--- src/rtl/vga_timing_pkg.sv ---
// rtl/vga_timing_pkg.sv - 800x600@60 raster constants and coordinate type
package vga_timing_pkg;

    localparam int unsigned COORD_W = 11;
    typedef logic [COORD_W-1:0] coord_t;

    localparam int unsigned VGA_H_SYNC = 128;
    localparam int unsigned VGA_H_BP   = 88;
    localparam int unsigned VGA_H_ACT  = 800;
    localparam int unsigned VGA_H_FP   = 40;
    localparam int unsigned VGA_H_TOT  = VGA_H_SYNC + VGA_H_BP + VGA_H_ACT + VGA_H_FP;

    localparam int unsigned VGA_V_SYNC = 4;
    localparam int unsigned VGA_V_BP   = 23;
    localparam int unsigned VGA_V_ACT  = 600;
    localparam int unsigned VGA_V_FP   = 1;
    localparam int unsigned VGA_V_TOT  = VGA_V_SYNC + VGA_V_BP + VGA_V_ACT + VGA_V_FP;

    localparam logic VGA_H_POL = 1'b1;
    localparam logic VGA_V_POL = 1'b1;

    // Window bounds shared with pattern generators (first visible column/row, one past last)
    localparam int unsigned VGA_H_ACT_FIRST = VGA_H_SYNC + VGA_H_BP;
    localparam int unsigned VGA_H_ACT_END   = VGA_H_ACT_FIRST + VGA_H_ACT;
    localparam int unsigned VGA_V_ACT_FIRST = VGA_V_SYNC + VGA_V_BP;
    localparam int unsigned VGA_V_ACT_END   = VGA_V_ACT_FIRST + VGA_V_ACT;

endpackage

--- src/rtl/vga_sync_axis.sv ---
// rtl/vga_sync_axis.sv - one raster axis: wrapping counter, sync and window decode
module vga_sync_axis
    import vga_timing_pkg::*;
#(
    parameter int unsigned SYNC = 128,
    parameter int unsigned BP   = 88,
    parameter int unsigned ACT  = 800,
    parameter int unsigned FP   = 40,
    parameter logic        POL  = 1'b1
) (
    input  logic   clk,
    input  logic   rst,
    input  logic   en,
    output coord_t cnt,
    output logic   sync,
    output logic   active_nxt,
    output logic   wrap
);

    localparam int unsigned TOT = SYNC + BP + ACT + FP;

    if (TOT >= 2048 || TOT == 0) begin : g_bad_params
        $error("vga_sync_axis: axis total must be 1..2047");
    end

    localparam coord_t LAST     = coord_t'(TOT - 1);
    localparam coord_t SYNC_END = coord_t'(SYNC);
    localparam coord_t ACT_LO   = coord_t'(SYNC + BP);
    localparam coord_t ACT_HI   = coord_t'(SYNC + BP + ACT);

    coord_t cnt_nxt;

    // Decode from the next count so registered outputs move on the same edge as cnt
    always_comb begin
        wrap    = en && (cnt == LAST);
        cnt_nxt = cnt;
        if (wrap) begin
            cnt_nxt = '0;
        end else if (en) begin
            cnt_nxt = cnt + coord_t'(1);
        end
        active_nxt = (cnt_nxt >= ACT_LO) && (cnt_nxt < ACT_HI);
    end

    always_ff @(posedge clk) begin
        if (rst) begin
            cnt  <= '0;
            sync <= POL;
        end else begin
            cnt  <= cnt_nxt;
            sync <= (cnt_nxt < SYNC_END) ? POL : ~POL;
        end
    end

endmodule

--- src/rtl/vga_timing_gen.sv ---
// rtl/vga_timing_gen.sv - free-running VGA raster timing generator; optional frame_cnt via VGA_TIMING_FRAME_CNT_EN
module vga_timing_gen
    import vga_timing_pkg::*;
#(
    parameter int unsigned CLK_DIV = 1,
    parameter int unsigned H_SYNC  = VGA_H_SYNC,
    parameter int unsigned H_BP    = VGA_H_BP,
    parameter int unsigned H_ACT   = VGA_H_ACT,
    parameter int unsigned H_FP    = VGA_H_FP,
    parameter int unsigned V_SYNC  = VGA_V_SYNC,
    parameter int unsigned V_BP    = VGA_V_BP,
    parameter int unsigned V_ACT   = VGA_V_ACT,
    parameter int unsigned V_FP    = VGA_V_FP,
    parameter logic        H_POL   = VGA_H_POL,
    parameter logic        V_POL   = VGA_V_POL
) (
    input  logic        clk,
    input  logic        rst,
    output logic [10:0] hc,
    output logic [10:0] vc,
    output logic        hsync,
    output logic        vsync,
    output logic        vidon,
    output logic        frame_start
`ifdef VGA_TIMING_FRAME_CNT_EN
    ,
    output logic [15:0] frame_cnt
`endif
);

    if (CLK_DIV == 0) begin : g_bad_div
        $error("vga_timing_gen: CLK_DIV must be at least 1");
    end

    localparam int unsigned DIV_W = (CLK_DIV > 1) ? $clog2(CLK_DIV) : 1;
    localparam logic [DIV_W-1:0] DIV_LAST = DIV_W'(CLK_DIV - 1);

    logic [DIV_W-1:0] div_cnt;
    logic             tick;
    logic             line_end;
    logic             v_en;
    logic             frame_wrap;
    logic             h_act_nxt;
    logic             v_act_nxt;

    assign tick = (div_cnt == DIV_LAST);
    assign v_en = tick & line_end;

    always_ff @(posedge clk) begin
        if (rst || tick) begin
            div_cnt <= '0;
        end else begin
            div_cnt <= div_cnt + DIV_W'(1);
        end
    end

    vga_sync_axis #(
        .SYNC (H_SYNC),
        .BP   (H_BP),
        .ACT  (H_ACT),
        .FP   (H_FP),
        .POL  (H_POL)
    ) u_h_axis (
        .clk        (clk),
        .rst        (rst),
        .en         (tick),
        .cnt        (hc),
        .sync       (hsync),
        .active_nxt (h_act_nxt),
        .wrap       (line_end)
    );

    vga_sync_axis #(
        .SYNC (V_SYNC),
        .BP   (V_BP),
        .ACT  (V_ACT),
        .FP   (V_FP),
        .POL  (V_POL)
    ) u_v_axis (
        .clk        (clk),
        .rst        (rst),
        .en         (v_en),
        .cnt        (vc),
        .sync       (vsync),
        .active_nxt (v_act_nxt),
        .wrap       (frame_wrap)
    );

    // frame_wrap is only true on the last pixel's tick, so frame_start is a single-clk pulse
    always_ff @(posedge clk) begin
        if (rst) begin
            vidon       <= 1'b0;
            frame_start <= 1'b0;
        end else begin
            vidon       <= h_act_nxt & v_act_nxt;
            frame_start <= frame_wrap;
        end
    end

`ifdef VGA_TIMING_FRAME_CNT_EN
    always_ff @(posedge clk) begin
        if (rst) begin
            frame_cnt <= '0;
        end else if (frame_wrap) begin
            frame_cnt <= frame_cnt + 16'd1;
        end
    end
`endif

endmodule

--- config.mk ---
export PLATFORM = sky130hd
export DESIGN_NAME = vga_timing_gen
export DESIGN_NICKNAME = d
export VERILOG_FILES = /design/src/rtl/vga_timing_pkg.sv /design/src/rtl/vga_sync_axis.sv /design/src/rtl/vga_timing_gen.sv
export SDC_FILE = /design/constraint.sdc
export NUM_CORES = 1
export LEC_CHECK = 0
export CAP_MARGIN = 20
export CORE_MARGIN = 1.5
export CORE_UTILIZATION = 35
export DETAILED_ROUTE_END_ITERATION = 16
export DONT_BUFFER_PORTS = 1
export SKIP_CTS_REPAIR_TIMING = 1
export SLEW_MARGIN = 30
export SYNTH_ARGS = -nofsm -noshare
export SYNTH_HDL_FRONTEND = slang
export SYNTH_SLANG_ARGS = --single-unit
--- constraint.sdc ---
create_clock -name clk -period 2.7 [get_ports clk]
set_clock_uncertainty 0.15 [all_clocks]
set_input_delay 0.675 -clock clk [delete_from_list [all_inputs] [get_ports clk]]
set_output_delay 0.675 -clock clk [all_outputs]
set_load 0.02 [all_outputs]
==> load_flow_metrics.sql, run 1 <==
INSERT INTO impl_metrics (metric_group, metric, value, unit) VALUES
('global_route', 'grt.met2_usage', '0.229', ''),
('timing', 'final-setup-viol-count', '0', ''),
('final_layout', 'area_growth_from_synthesis_to_layout', '15.4', '%'),
('final_layout', 'drive_above_1_share', '0.234', ''),
('placement', 'place_area', '0.00195', 'mm^2'),
('timing', 'min_period', '2.54', 'ns'),
('clocking', 'clock_insertion_delay_worst_skew', '0.28', 'ns'),
('synthesis', 'number_of_enable_type_register_cells_in_the_synthesized_netlist', '0', ''),
('route', 'finalWirelength', '4380', 'um'),
('route', 'vias', '1606', ''),
('synthesis', 'yosys.area.top_type', 'sky130_fd_sc_hd__dfxtp_1', ''),
('synthesis', 'synth.top_cells.by_count', 'sky130_fd_sc_hd__nor2_1, sky130_fd_sc_hd__dfxtp_1, sky130_fd_sc_hd__nand2_1', ''),
('synthesis', 'synthesis.area', '0.00175', 'mm^2'),
('setup_path', 'critical_path_data_arrival_time', '2.57', 'ns'),
('clocking', 'cts-root-buf', 'sky130_fd_sc_hd__clkbuf_8', ''),
('job', 'maxCapViolCount', '0', ''),
('route', 'dr_pass1_iterations', '4', ''),
('route', 'routed_wl_per_cell', '14.7', 'um'),
('setup_path', 'worst_path_dominant_cell_family', 'simple AND/OR/NAND/NOR gates', ''),
('clocking', 'cts_num_sinks', '27', ''),
('clocking', 'htreeDepth', '1', ''),
('die', 'die-area', '0.00545', 'mm^2'),
('clocking', 'path_clk_slew', '0.10', 'ns'),
('synthesis', 'yosysTopAreaCellShare', '0.308', ''),
('route', 'drt-vias-per-instance', '5.39', ''),
('final_layout', 'multiInputGateArea', '0.00110', 'mm^2'),
('final_layout', 'insertedDiodeCount', '0', ''),
('synthesis', 'synth.top_cells.by_area', 'sky130_fd_sc_hd__dfxtp_1, sky130_fd_sc_hd__nor2_1, sky130_fd_sc_hd__xnor2_1', ''),
('global_route', 'groute.layer.met3.usage', '0.0425', ''),
('timing', 'final-hold-violation-count', '0', ''),
('final_layout', 'fillerInstances', '462', ''),
('global_route', 'antenna_violations_before_repair', '0', ''),
('synthesis', 'number_of_nets_in_the_synthesized_netlist', '217', ''),
('die', 'initial_util', '0.367', ''),
('power_and_ir_drop', 'total_power', '0.673', 'mW'),
('synthesis', 'syn-mean-instance-area', '8.24', 'um^2'),
('global_route', 'grt_usage', '0.166', ''),
('placement', 'port_buffers', '0', ''),
('setup_path', 'required', '2.73', 'ns'),
('global_route', 'global_route_wire_length_before_repair', '6990', 'um'),
('die', 'die_width', '73.8', 'um'),
('placement', 'globalplace.congestion', '0.861', ''),
('final_layout', 'regArea', '542', 'um^2'),
('timing', 'timing_max_transition_violations_final', '0', ''),
('status', 'status', 'finished clean', ''),
('power_and_ir_drop', 'static-leakage-power', '0.713', 'nW'),
('route', 'drtAntennaViolNets', '0', ''),
('setup_path', 'worstPathCellList', 'or4_4 -> nor3_4 -> o21ai_0 -> a21oi_1 -> and2b_1 -> o2111a_1 -> a2111oi_2', ''),
('synthesis', 'synthDistinctLibCells', '62', ''),
('die', 'floorplan.core_area', '0.00479', 'mm^2'),
('setup_path', 'crit_path_start_kind', 'register', ''),
('global_route', 'grt_max_degree', '27', ''),
('placement', 'place.detailed.hpwl', '3170', 'um'),
('synthesis', 'postSynth.asyncResetShare', '0', ''),
('synthesis', 'mapped_cells', '213', ''),
('synthesis', 'synth.ff_latch_count', '27', ''),
('synthesis', 'synth_flop_cell', 'sky130_fd_sc_hd__dfxtp_1', ''),
('setup_path', 'cp_max_fo', '6', ''),
('power_and_ir_drop', 'vdd_ir_drop_max', '0.000181', 'V'),
('die', 'fp-row-count', '25', ''),
('setup_path', 'setup.worst_path.end_class', 'register', ''),
('clocking', 'clockBufferDepth', '2', ''),
('synthesis', 'seq_area_frac_synth', '0.308', ''),
('timing', 'maximum_operating_frequency', '393', 'MHz'),
('route', 'dr.first_iter.drc_count', '123', ''),
('setup_path', 'crit_buf_inv', '0', ''),
('synthesis', 'synth-warning-count', '0', ''),
('die', 'ioPinCount', '28', ''),
('global_route', 'grt-busiest-layer', 'met1', ''),
('timing', 'finalCritPeriodShare', '0.942', ''),
('setup_path', 'cp_slowest_stage_delay', '0.55', 'ns');
-- layout make-up --
class                   count  area share
clock buffers               4      0.0222
well taps                  67      0.0414
multi-input cells         165       0.545
repair buffers             32       0.119
flip-flops and latches     27       0.268
inverters                   3     0.00556
-- cell usage in the layout (no fill, tap or decap), drive strengths merged, types with 3 or more instances in the layout --
cell / n
xnor2: 8
inv: 3
nand3: 11
and2: 3
a21oi: 12
buf: 32
nand3b: 3
o211ai: 3
a31oi: 7
xor2: 5
nor2: 29
nand2b: 4
o21ai: 8
nor4b: 3
dfxtp: 27
and3: 4
nor3: 7
nand2: 17
nand4b: 5
clkbuf: 4
-- metal layers --
metal | up-vias | share of wire | routed length [um]
met5 | - | 0 | 0
li1 | 809 | - | -
met4 | 0 | 0.027 | 117
met3 | 10 | 0.077 | 335
met1 | 735 | 0.47 | 2060
met2 | 52 | 0.43 | 1860
-- worst paths after layout --
kind / startpoint / end / slack, ns / depth (start not counted)
worst max-delay path: u_v_axis.cnt[7] / vidon / 0.16 / 7
worst max register to register: u_v_axis.cnt[7] / vidon / 0.16 / 7
worst min register to register: u_v_axis.cnt[8] / u_v_axis.cnt[8] / 0.43 / 2
worst min-delay path: rst / u_v_axis.cnt[0] / 0.29 / 1
-- sequential cells by signal, summed over array words and instances (netlist names) --
signal	flops
div_cnt	1
vidon	1
u_v_axis.sync	1
frame_start	1
u_h_axis.sync	1
u_v_axis.cnt	11
u_h_axis.cnt	11
-- power breakdown --
group	internal, mW	leakage (nW)	switching, mW	total (mW)
clock	0.106	0.0228	0.139	0.245
combinational	0.0101	0.472	0.0124	0.0226
sequential	0.402	0.219	0.00326	0.405
total	0.518	0.713	0.155	0.673
-- metrics by stage --
step	setup TNS (ns)	instances	utilization	worst slack, ns
2_1_floorplan	0	213	-	0.0859
4_1_cts	-0.000288	296	0.416	-0.000288
3_5_place_dp	0	292	0.407	0.0452
5_1_grt	0	298	0.423	0.00352
6_report	0	298	0.423	0.157
3_3_place_gp	0	292	0.407	0.198
-- kinds of logic after synthesis --
logic type / Yosys count / synth area share
flip-flops: 27 / 0.308
XOR/XNOR: 13 / 0.0649
other: 1 / 0.00214
adder cells (fa/ha/maj): 2 / 0.0143
AO/OA/AOI/OAI: 47 / 0.194
buffers and inverters: 21 / 0.0735
multiplexers: 2 / 0.0121
AND/OR/NAND/NOR: 100 / 0.331
Note: power is estimated with default switching activity, not from simulation.
==> run 2: changes to the inputs <==
- ABC_AREA: default -> 1
- CTS_BUF_LIST: default -> sky130_fd_sc_hd__clkbuf_4
==> run 2 against run 1 <==
- sequential power up 3%
- combinational power shrank 3%
- first-iteration DRC count fell by 24%
- wire length decreased by 5.4%
- area after synthesis is 4.2% lower
- die area fell by 4.0%
- final cell count up 9.1%
- global-route usage up 0.41 points
- largest cell class unchanged
==> load_flow_metrics.sql, run 2 <==
INSERT INTO impl_metrics (metric_group, metric, value, unit) VALUES
('status', 'status', 'finished clean', ''),
('die', 'fp-row-count', '25', ''),
('power_and_ir_drop', 'static-leakage-power', '0.766', 'nW'),
('synthesis', 'synth.top_cells.by_count', 'sky130_fd_sc_hd__nand2_1, sky130_fd_sc_hd__nor2_1, sky130_fd_sc_hd__nand3_1', ''),
('final_layout', 'insertedDiodeCount', '0', ''),
('die', 'die_width', '72.3', 'um'),
('route', 'drtAntennaViolNets', '0', ''),
('global_route', 'grt_pass1_vias', '1538', ''),
('timing', 'finalCritPeriodShare', '0.812', ''),
('hold_path', 'hold_path_depth', '1', ''),
('route', 'routed_wl_per_cell', '12.7', 'um'),
('synthesis', 'synth.ff_latch_count', '27', ''),
('job', 'maxCapViolCount', '0', ''),
('setup_path', 'reg2reg_setup_slack', '0.51', 'ns'),
('clocking', 'cts_buffers', '3', ''),
('die', 'floorplan.core_area', '0.00466', 'mm^2'),
('final_layout', 'most-common-layout-cells', 'sky130_fd_sc_hd__nand2_1, sky130_fd_sc_hd__nor2_1, sky130_fd_sc_hd__nand3_1', ''),
('synthesis', 'yosysTopAreaCellShare', '0.322', ''),
('die', 'ioPinCount', '28', ''),
('synthesis', 'synthMostInstantiatedCell', 'sky130_fd_sc_hd__nand2_1', ''),
('setup_path', 'cp_max_fo', '8', ''),
('die', 'initial_util', '0.361', ''),
('setup_path', 'r2r_end', 'vidon', ''),
('clocking', 'path_clk_slew', '0.14', 'ns'),
('timing', 'maximum_operating_frequency', '456', 'MHz'),
('synthesis', 'seq_area_frac_synth', '0.322', ''),
('route', 'vias', '1616', ''),
('final_layout', 'final_design_area_no_fill', '0.00178', 'mm^2'),
('setup_path', 'worst-r2r-cell-count', '12', ''),
('final_layout', 'nets_finish', '276', ''),
('hold_path', 'worst_hold_path_type', 'in2reg', ''),
('hold_path', 'worst_hold_path.endpoint', 'u_h_axis.cnt[5]', ''),
('synthesis', 'mapped_cells', '268', ''),
('clocking', 'clock_insertion_delay_worst_skew', '0.33', 'ns'),
('final_layout', 'largest_registers', 'u_h_axis.cnt x11, u_v_axis.cnt x11', ''),
('final_layout', 'drive_above_1_share', '0.118', ''),
('setup_path', 'setup.worst_path.end_class', 'register', ''),
('global_route', 'antenna_violations_before_repair', '0', ''),
('placement', 'globalplace.congestion', '0.838', ''),
('route', 'finalWirelength', '4140', 'um'),
('route', 'remaining_drc_errors', '0', ''),
('clocking', 'htreeDepth', '1', ''),
('placement', 'place.detailed.hpwl', '3260', 'um'),
('route', 'drt-vias-per-instance', '4.97', ''),
('timing', 'final-hold-violation-count', '0', ''),
('synthesis', 'number_of_nets_in_the_synthesized_netlist', '272', ''),
('global_route', 'global_route_wire_length_before_repair', '6940', 'um'),
('synthesis', 'synth.top_cells.by_area', 'sky130_fd_sc_hd__dfxtp_1, sky130_fd_sc_hd__nand2_1, sky130_fd_sc_hd__nor2_1', ''),
('global_route', 'grt_usage', '0.170', ''),
('setup_path', 'critical_path_data_arrival_time', '2.29', 'ns'),
('synthesis', 'number_of_enable_type_register_cells_in_the_synthesized_netlist', '0', ''),
('route', 'dr.first_iter.drc_count', '93', ''),
('clocking', 'clockBufferDepth', '2', ''),
('timing', 'timing_max_transition_violations_final', '0', ''),
('final_layout', 'fillerInstances', '516', ''),
('final_layout', 'utilization', '0.383', ''),
('setup_path', 'crit_path_start_kind', 'register', ''),
('synthesis', 'syn-mean-instance-area', '6.27', 'um^2'),
('global_route', 'globalRouteOverflowTotal', '0', ''),
('placement', 'place_area', '0.00175', 'mm^2'),
('setup_path', 'setup.worst_path.class', 'reg2reg', ''),
('synthesis', 'yosys.area.top_type', 'sky130_fd_sc_hd__dfxtp_1', ''),
('hold_path', 'hold_path.startpoint', 'rst', ''),
('clocking', 'cts-root-buf', 'sky130_fd_sc_hd__clkbuf_4', ''),
('clocking', 'cts_num_sinks', '27', ''),
('timing', 'grt_setup_unrepaired', 'no', ''),
('synthesis', 'synth-warning-count', '0', ''),
('timing', 'final-setup-viol-count', '0', ''),
('final_layout', 'finalNonFillerCells', '325', ''),
('clocking', 'cts_tree', 'yes', ''),
('final_layout', 'area_growth_from_synthesis_to_layout', '6.11', '%'),
('power_and_ir_drop', 'pwr_cell_area', '351', 'mW/mm^2'),
('die', 'die-area', '0.00523', 'mm^2'),
('synthesis', 'synthDistinctLibCells', '28', ''),
('placement', 'place.detailed.instances', '321', ''),
('placement', 'port_buffers', '0', ''),
('synthesis', 'synth_flop_cell', 'sky130_fd_sc_hd__dfxtp_1', ''),
('die', 'die_y', '72.3', 'um'),
('timing', 'min_period', '2.19', 'ns'),
('route', 'dr_pass1_iterations', '4', ''),
('setup_path', 'worstReg2RegStart', 'u_h_axis.cnt[1]', ''),
('setup_path', 'required', '2.79', 'ns'),
('power_and_ir_drop', 'vdd_ir_drop_max', '0.000179', 'V'),
('global_route', 'grt_max_degree', '23', ''),
('final_layout', 'layout.cells.most_common', 'sky130_fd_sc_hd__nand2_1', ''),
('timing', 'timing.setup.tns', '0', 'ns'),
('synthesis', 'postSynth.asyncResetShare', '0', ''),
('synthesis', 'synthesis.area', '0.00168', 'mm^2');
==> run 2: changes by cell type after synthesis, sizes merged, moves of 7 or more <==
cell,before,now
nor2,29,59
xnor2,8,0
buf,9,1
inv,3,31
a31oi,7,0
nand2,17,74
nand3,11,33
nand4,2,10
==> run 2: report_power, final <==
group / internal [mW] / total, mW / leakage, nW / switching [mW]
combinational: 0.00671 / 0.0219 / 0.529 / 0.0152
clock: 0.0680 / 0.187 / 0.0184 / 0.119
sequential: 0.404 / 0.417 / 0.219 / 0.0128
==> run 2: worst max path at each step <==
stage,slack [ns],cells after the start,from,to
final,0.51,12,u_h_axis.cnt[1],vidon
after global routing,0.28,13,u_h_axis.cnt[1],vidon
after CTS,0.49,12,u_h_axis.cnt[0],vidon
after detailed placement,0.51,12,u_h_axis.cnt[0],vidon
after global placement,0.52,12,u_h_axis.cnt[0],vidon
after floorplan,0.75,12,u_h_axis.cnt[1],vidon
==> run 2: final cells by class <==
class / count / area (um^2) / area share
Inverter: 33 / 126 / 0.0709
Timing Repair Buffer: 3 / 22.5 / 0.0126
Sequential cell: 27 / 541 / 0.303
Tap cell: 54 / 67.6 / 0.0379
Clock buffer: 4 / 30.0 / 0.0168
Multi-Input combinational cell: 204 / 996 / 0.559
==> run 2: per-layer routing <==
layer,GRT usage,vias up,share of wire
met5,0,-,0
met4,0.0524,0,0.015
met3,0.0347,6,0.059
met2,0.288,42,0.46
met1,0.217,715,0.47
li1,-,853,-
==> run 2: metrics by stage <==
step / hold slack [ns] / total power, mW / setup WS (ns)
6_report: 0.250 / 0.626 / 0.507
5_1_grt: 0.211 / 0.660 / 0.280
4_1_cts: 0.234 / 0.635 / 0.486
3_5_place_dp: 0.443 / 0.448 / 0.512
3_3_place_gp: 0.440 / 0.447 / 0.521
2_1_floorplan: 0.357 / 0.445 / 0.747
==> run 2: cells by family (layout without fill, tap and decap cells) <==
| family | Yosys count | after routing | synth area share |
|---|---|---|---|
| simple gates | 184 | 184 | 0.510 |
| buf+inv | 37 | 40 | 0.0856 |
| flops | 27 | 27 | 0.322 |
| compound gates | 14 | 14 | 0.0454 |
| xor+xnor | 3 | 3 | 0.0201 |
| fa+ha+maj | 2 | 2 | 0.0149 |
| other cells | 1 | 1 | 0.00223 |
==> run 2: critical path: stages (launching register included) <==
cell,delay (ns)
sky130_fd_sc_hd__dfxtp_1,0.51
sky130_fd_sc_hd__ha_1,0.31
sky130_fd_sc_hd__nand3_2,0.13
sky130_fd_sc_hd__nor2_4,0.18
sky130_fd_sc_hd__nand3_4,0.15
sky130_fd_sc_hd__clkinv_2,0.09
sky130_fd_sc_hd__nand3_1,0.10
sky130_fd_sc_hd__nand2_1,0.11
sky130_fd_sc_hd__nand3_1,0.08
sky130_fd_sc_hd__nor2_1,0.10
sky130_fd_sc_hd__nand3_1,0.07
sky130_fd_sc_hd__nand2_1,0.08
sky130_fd_sc_hd__nor2_2,0.03
